--- config.mk ---
export PLATFORM = sky130hd
export DESIGN_NAME = ex_mem_register
export DESIGN_NICKNAME = d
export VERILOG_FILES = /design/src/rtl/ex_mem_register.sv
export SDC_FILE = /design/constraint.sdc
export NUM_CORES = 1
export LEC_CHECK = 0
export ABC_AREA = 0
export BUFFER_PORTS_ARGS = -buffer_cell sky130_fd_sc_hd__buf_2
export CAP_MARGIN = 15
export CORE_ASPECT_RATIO = 0.75
export CORE_MARGIN = 1.5
export CORE_UTILIZATION = 51
export CTS_CLUSTER_SIZE = 10
export DETAILED_ROUTE_END_ITERATION = 10
export PLACE_DENSITY_LB_ADDON = 0.12
export SYNTH_ARGS = -nofsm -noshare
export SYNTH_HDL_FRONTEND = slang
export SYNTH_SLANG_ARGS = --single-unit
--- constraint.sdc ---
create_clock -name Clk -period 8.6 [get_ports Clk]
set_clock_uncertainty 0.1 [all_clocks]
set_input_delay 1.72 -clock Clk [delete_from_list [all_inputs] [get_ports Clk]]
set_output_delay 1.72 -clock Clk [all_outputs]
set_load 0.03 [all_outputs]
--- src/rtl/ex_mem_register.sv ---
`default_nettype none
// ============================================================================
// Module      : ex_mem_register
// Description : EX->MEM pipeline stage register. Latches the ALU result,
//               store data, destination register and memory/write-back
//               control. Produces lane-replicated store data, byte-lane
//               enables and a misaligned-access flag for word/half/byte
//               accesses. Resolves the branch decision for fetch.
//               Supports stall (hold) and flush (bubble insertion).
// Ports       :
//   Clk, Reset                 clock, async active-high reset
//   Stall, Flush               hold stage / insert bubble (Flush wins)
//   InValid                    EX stage holds a real instruction
//   ALUResult, Zero            ALU outputs (address / branch condition)
//   WriteData, DestReg         store data, write-back register index
//   RegWrite, MemRead, MemWrite, MemToReg, MemSize, Branch, BranchTarget
//                              control and branch inputs
//   OutValid .. MisalignErr    registered MEM-stage entry
// Revision    : 1.0 - initial release
// ============================================================================
module ex_mem_register #(
  parameter int DATA_W      = 32,
  parameter int REG_ADDR_W  = 5,
  parameter int CHECK_ALIGN = 1
) (
  input  logic                  Clk,
  input  logic                  Reset,
  input  logic                  Stall,
  input  logic                  Flush,
  input  logic                  InValid,
  input  logic [DATA_W-1:0]     ALUResult,
  input  logic                  Zero,
  input  logic [DATA_W-1:0]     WriteData,
  input  logic [REG_ADDR_W-1:0] DestReg,
  input  logic                  RegWrite,
  input  logic                  MemRead,
  input  logic                  MemWrite,
  input  logic                  MemToReg,
  input  logic [1:0]            MemSize,
  input  logic                  Branch,
  input  logic [DATA_W-1:0]     BranchTarget,
  output logic                  OutValid,
  output logic [DATA_W-1:0]     MemAddr,
  output logic [DATA_W-1:0]     MemWData,
  output logic [3:0]            ByteEn,
  output logic                  MemRd_o,
  output logic                  MemWr_o,
  output logic                  RegWrite_o,
  output logic                  MemToReg_o,
  output logic [1:0]            MemSize_o,
  output logic [REG_ADDR_W-1:0] DestReg_o,
  output logic                  BranchTaken,
  output logic [DATA_W-1:0]     BranchPC,
  output logic                  MisalignErr
);

  localparam logic [1:0] c_SIZE_WORD = 2'b00;
  localparam logic [1:0] c_SIZE_HALF = 2'b01;
  localparam logic [1:0] c_SIZE_BYTE = 2'b10;
  // 2'b11 is reserved and handled exactly like a word access.

  localparam logic c_CHECK = (CHECK_ALIGN != 0);

  typedef struct packed {
    logic                  valid;
    logic [DATA_W-1:0]     addr;
    logic [DATA_W-1:0]     wdata;
    logic [3:0]            be;
    logic                  rd;
    logic                  wr;
    logic                  regwr;
    logic                  memtoreg;
    logic [1:0]            size;
    logic [REG_ADDR_W-1:0] dest;
    logic                  bt;
    logic [DATA_W-1:0]     bpc;
    logic                  mis;
  } stage_t;

  stage_t stage_d;
  stage_t stage_q;

  logic [1:0]        w_a;
  logic              w_is_mem;
  logic              w_misaligned;
  logic              w_suppress;
  logic [3:0]        w_be;
  logic [DATA_W-1:0] w_wdata;

  // Lane steering and alignment check, computed from the incoming values.
  always_comb begin
    w_a          = ALUResult[1:0];
    w_is_mem     = MemRead | MemWrite;
    w_misaligned = 1'b0;
    w_be         = 4'b1111;
    w_wdata      = WriteData;
    case (MemSize)
      c_SIZE_HALF: begin
        w_misaligned = w_a[0];
        w_be         = w_a[1] ? 4'b1100 : 4'b0011;
        w_wdata      = {(DATA_W/16){WriteData[15:0]}};
      end
      c_SIZE_BYTE: begin
        w_misaligned = 1'b0;
        w_be         = 4'b0001 << w_a;
        w_wdata      = {(DATA_W/8){WriteData[7:0]}};
      end
      default: begin
        w_misaligned = (w_a != 2'b00);
        w_be         = 4'b1111;
        w_wdata      = WriteData;
      end
    endcase
    // Only a load or store can be misaligned; ALU-only ops pass through
    // whatever low address bits they produce.
    w_suppress = c_CHECK && w_misaligned && w_is_mem;
  end

  // Next entry. Strobes are qualified by InValid so a non-instruction can
  // never touch memory, the register file or the PC.
  always_comb begin
    stage_d          = '0;
    stage_d.valid    = InValid;
    stage_d.addr     = ALUResult;
    stage_d.wdata    = w_wdata;
    stage_d.be       = (InValid && w_is_mem && !w_suppress) ? w_be : 4'b0000;
    stage_d.rd       = MemRead  & InValid & ~w_suppress;
    stage_d.wr       = MemWrite & InValid & ~w_suppress;
    stage_d.regwr    = RegWrite & InValid & ~w_suppress;
    stage_d.memtoreg = MemToReg & InValid;
    stage_d.size     = MemSize;
    stage_d.dest     = DestReg;
    stage_d.bt       = Branch & Zero & InValid;
    stage_d.bpc      = BranchTarget;
    stage_d.mis      = w_suppress & InValid;
  end

  // Flush outranks Stall, so a simultaneous request inserts a bubble.
  always_ff @(posedge Clk or posedge Reset) begin
    if (Reset) begin
      stage_q <= '0;
    end else if (Flush) begin
      stage_q <= '0;
    end else if (!Stall) begin
      stage_q <= stage_d;
    end
  end

  assign OutValid    = stage_q.valid;
  assign MemAddr     = stage_q.addr;
  assign MemWData    = stage_q.wdata;
  assign ByteEn      = stage_q.be;
  assign MemRd_o     = stage_q.rd;
  assign MemWr_o     = stage_q.wr;
  assign RegWrite_o  = stage_q.regwr;
  assign MemToReg_o  = stage_q.memtoreg;
  assign MemSize_o   = stage_q.size;
  assign DestReg_o   = stage_q.dest;
  assign BranchTaken = stage_q.bt;
  assign BranchPC    = stage_q.bpc;
  assign MisalignErr = stage_q.mis;

endmodule
`default_nettype wire

* Word-level counts from Yosys, hierarchy flattened
Cells that the tools add are included.
** Word-level totals
- Flip-flop bits (word level) :: 114
- Word-level logic and storage cells :: 41
** Operators by class
- Equality and inequality tests :: 3
- Shifts and indexed selects :: 1
- Bitwise logic cells :: 12
- Multiplexer cells :: 7
- Reduce and logical (&&, ||, !) cells :: 5
** Operators by type and width (count)
- 114-bit two-way mux :: 2
- 32-bit one-hot mux with 2 select lines :: 1
- 1-bit bitwise AND :: 10
- 4-bit two-way mux :: 2
- 4-bit one-hot mux with 2 select lines :: 1
- 1-bit by 2-bit left shift with 4-bit output (first input constant) :: 1
- 1-bit logical AND :: 3
- 2-bit by 1-bit == test with 1-bit output (second input constant) :: 1
- 2-bit == test (second input constant) :: 1
- 2-bit by 1-bit inequality test with 1-bit output (second input constant) :: 1
- 1-bit one-hot mux with 2 select lines :: 1
- 2-bit nonzero test :: 1
- 1-bit zero test :: 1
- 1-bit NOT :: 1
- 1-bit OR :: 1

* Longest topological paths before layout
- Word-level depth :: 8
- Depth in mapped cells :: 7
- Depth with buffers taken out :: 5

* Worst setup path before layout
Ideal clock, no wire load.
- Path type :: input to register
- From :: input MemSize[0]
- To :: register stage_q (netlist bit MemWData[16])
- Buffers on the path :: 3
- Data required time :: 8363 ps
- Path slack :: 5581 ps
- Arrival :: 2782 ps
- Stages on the path :: 7
- Cell sequence :: inv_1 -> ha_1 -> buf_6 -> buf_6 -> buf_2 -> a221oi_1 -> nor3_1
** On the way
- Longest elaborated chain between the ends :: 4
- Elaborated cells between the ends (all ways) :: 5
- Classes of those cells :: eq/ne: 2; mux: 3
** RTL lines
- start: declaration :: RTL line 39 : input logic [1:0] MemSize,
- 2-bit == test / 2-bit by 1-bit == test with 1-bit output (equally long branches) :: RTL line 97 : case (MemSize)
- 32-bit one-hot mux with 2 select lines * :: RTL line 97
- 114-bit two-way mux * :: RTL line 144 : end else if (!Stall) begin
- 114-bit two-way mux * :: RTL line 142 : end else if (Flush) begin
- end signal: assignment :: RTL line 145 : stage_q <= stage_d;
- end: declaration :: RTL line 81 : stage_t stage_q;
Mark *: on every way between the ends. The rest lies on a longest branch, timed or not. The select of a mux whose other input is x is not followed.
A chain may end at the register's enable or synchronous reset.

* Final worst setup path
- From :: input Stall
- To :: register stage_q (netlist bit ByteEn[1])
** On the way
- Longest elaborated chain between the ends :: 1
** RTL lines
- start: declaration :: RTL line 28 : input logic Stall,
- 2-bit by 1-bit inequality test with 1-bit output (no line)
No other way between the ends.

==> impl_metrics.py <==
metrics = {
    "cts": {
        "cts.sinks": 114,
        "post_cts_buffers": 0,
        "clock_path_buffers": 2,
        "htree_levels": 4,
        "cts_root_buf": "clkbuf_16",
        "cts_made_buffers": 17,
        "cts_tree": "done",
        "cts-resized-gates": 0,
        "ctsHoldBuffers": 0,
        "clk_pin_slew_ns": 0.05,
        "clock_latency_ns": 0.40,
    },
    "timing": {
        "slew_violations": 0,
        "finalSetupViolCount": 0,
        "fin_crit_sh_pct": 39.63,
        "worstMarginPinSlew_ns": 0.9801,
        "hold-worst-slack_ns": 0.4007,
        "period_needed_ns": 3.408,
        "max_slew_margin_pct": 34.66,
        "rsz0062_at_grt": "false",
        "hold_viol": 0,
        "final.setup.tns_ns": 0,
        "max_freq_mhz": 293.4,
    },
    "die": {
        "core_um2": 9774,
        "die_h_um": 90.40,
        "die_area_um2": 10800,
        "initial_core_util_pct": 53.14,
        "rows": 31,
        "die_w_um": 119.5,
        "ios": 228,
    },
    "pwr": {
        "p_leak_nw": 3.851,
        "total_power_mw": 1.545,
        "power.switching_mw": 0.4086,
        "clock_power_share_pct": 46.5,
        "share_comb_of_total_power_pct": 15.7,
        "power.density_nw_per_um2": 223.7,
        "p_int_mw": 1.136,
        "switching_share_pct": 26.45,
        "p_seq_share_pct": 37.8,
        "vdd_drop_max_uv": 156.2,
    },
    "synthesis": {
        "syn_area_um2": 5194,
        "synth_edf_count": 0,
        "synth_area_leaders": "dfrtp_1 (55%), mux2i_1 (15%), nor2_1 (5.8%)",
        "syn-instance-count": 465,
        "ys_ff_latch": 114,
        "synth_ff_type": "dfrtp_1",
        "synth_top_area_cell": "dfrtp_1",
        "synth.net_count": 582,
        "synth_commonest_cells": "dfrtp_1 (114), nor2_1 (80), mux2i_1 (79)",
        "yosysMostFrequentCell": "dfrtp_1",
        "ys.warnings.count": 0,
        "async_reset_ff_share_pct": 100.0,
        "seq_area_frac_synth_pct": 54.93,
        "synth_top_area_share_pct": 54.93,
        "synth.distinct_cells": 34,
        "avgSynthCellArea_um2": 11.17,
    },
    "placed_design": {
        "dp_hpwl_um": 8697,
        "gp_congestion": 0.7790,
        "port_buffers": 227,
    },
    "setup_path": {
        "rr_startpoint": "ByteEn[3]$_DFFE_PP0P_",
        "critPathRequiredTime_ns": 8.73,
        "crit_fanout": 74,
        "cp-start-kind": "primary input",
        "slowest_delay_ns": 0.88,
        "path_buf_inv": 2,
        "endpoint_kind": "flop",
        "path_class": "primary input to flop",
        "startpoint": "Stall",
        "slowest_stage": "buf_4",
        "crit_family": "buffers and inverters",
        "arrival_ns": 3.54,
        "cp_cell_sequence": "buf_6, buf_4, nor2b_4, nand4_4, a221oi_2",
    },
    "grt": {
        "grt_use_total_pct": 23.96,
        "antenna_found_initial": 0,
        "grt_max_degree": 79,
        "grt_pass1_vias": 4219,
        "grt_overflow_total": 0,
        "grt_pass1_wl_um": 20450,
    },
    "worst_hold_path": {
        "min_from": "RegWrite_o$_DFFE_PP0P_",
        "worstHoldPathType": "flop to flop",
    },
    "status": {
        "status": "complete, no violations",
    },
    "routing": {
        "wl_per_cell_um": 15.51,
        "via_per_inst": 5.120,
        "wirelength_um": 12770,
        "first_pass_iters": 4,
        "drt_iter0_markers": 187,
        "drcViolationCount": 0,
        "postRouteAntennaNets": 0,
        "dr_total_vias": 4214,
    },
    "flow_run": {
        "max_cap_violations": 0,
    },
    "layout": {
        "fin_nets": 795,
        "area_growth_syn_to_layout_pct": 32.93,
        "diodes": 0,
        "drive_gt1_share_pct": 39.65,
    },
}
-- power by group through the flow --
stage                     combinational [mW]  clock, mW  sequential [mW]
final                                  0.242      0.718            0.584
after global routing                   0.262      0.753            0.588
after CTS                              0.245      0.731            0.584
after detailed placement               0.244          0            0.592
after global placement                 0.240          0            0.591
after floorplan                        0.106          0            0.654
-- layout make-up --
class	instances	area [um2]
flip-flops and latches	114	2853
fillers	785	2870
repair buffers	231	1175
clock buffers	23	488.0
multi-input cells	294	2018
clock inverters	9	127.6
inverters	20	77.57
well taps	132	165.2
-- placed cells by master, fill, tap and decap left out, drive strengths merged --
cell type,synthesis,final
buf,32,231
dfrtp,114,114
nor2,80,80
nand4,3,3
clkinv,0,3
a21boi,1,1
nor2b,19,19
a211o,16,16
clkbuf,5,23
nand4b,1,1
nand2,26,26
nand4bb,1,1
mux2i,79,79
o21ai,4,4
a22o,1,1
nand3b,1,1
a21oi,26,26
ha,3,3
o21a,1,1
or2,3,3
clkinvlp,0,3
bufinv,0,3
nor3b,1,1
a211oi,1,1
a221oi,19,19
inv,20,20
nor3,8,8
-- final timing paths --
path	slack [ns]	to	depth (start not counted)
max in group asynchronous	5.82	ByteEn[0]$_DFFE_PP0P_	3
setup / recovery	5.19	ByteEn[1]$_DFFE_PP0P_	5
setup reg to reg	7.63	ByteEn[3]$_DFFE_PP0P_	3
min in group asynchronous	1.29	BranchPC[4]$_DFFE_PP0P_	2
hold / removal	0.40	RegWrite_o$_DFFE_PP0P_	2
hold reg to reg	0.40	RegWrite_o$_DFFE_PP0P_	2
-- worst reg2reg max path, delay by kind of cell (launching register included) --
kind / cells / cell delay (ns)
flops: 1 / 0.39
compound gates: 3 / 0.32
-- per-layer routing --
layer / part of all wire, % / track usage [%] / vias to the layer above / wire, um
li1: - / - / 2019 / -
met1: 42 / 29.84 / 2017 / 5393
met2: 48 / 39.18 / 160 / 6169
met3: 7.7 / 7.260 / 18 / 981
met4: 1.7 / 9.722 / 0 / 223
met5: 0 / 0 / - / 0
-- cell families after synthesis --
family / count (synthesis) / synth area share (%)
muxes: 79 / 15.23
DFF: 114 / 54.93
adders and majority gates: 3 / 0.7228
AOI/OAI and AO/OA: 69 / 10.31
buffers and inverters: 57 / 6.215
and+or+nand+nor: 143 / 12.60
-- flip-flops by register name, summed over array words and instances (netlist names) --
signal,flops
MemAddr,32
DestReg_o,5
MemRd_o,1
OutValid,1
BranchPC,32
MemWData,32
MemToReg_o,1
BranchTaken,1
RegWrite_o,1
ByteEn,4
MemWr_o,1
MisalignErr,1
MemSize_o,2
-- metrics by stage --
| step | instances | setup WS (ns) | area [um2] | util [%] |
|---|---|---|---|---|
| final | 823 | 5.192 | 6904 | 70.63 |
| after global routing | 823 | 5.088 | 6904 | 70.63 |
| after CTS | 823 | 5.236 | 6904 | 70.63 |
| after detailed placement | 791 | 4.815 | 6289 | 64.34 |
| after global placement | 791 | 4.843 | 6289 | 64.34 |
| after floorplan | 465 | 3.764 | 5194 | - |
No activity file was read; power rests on OpenSTA's default activity.
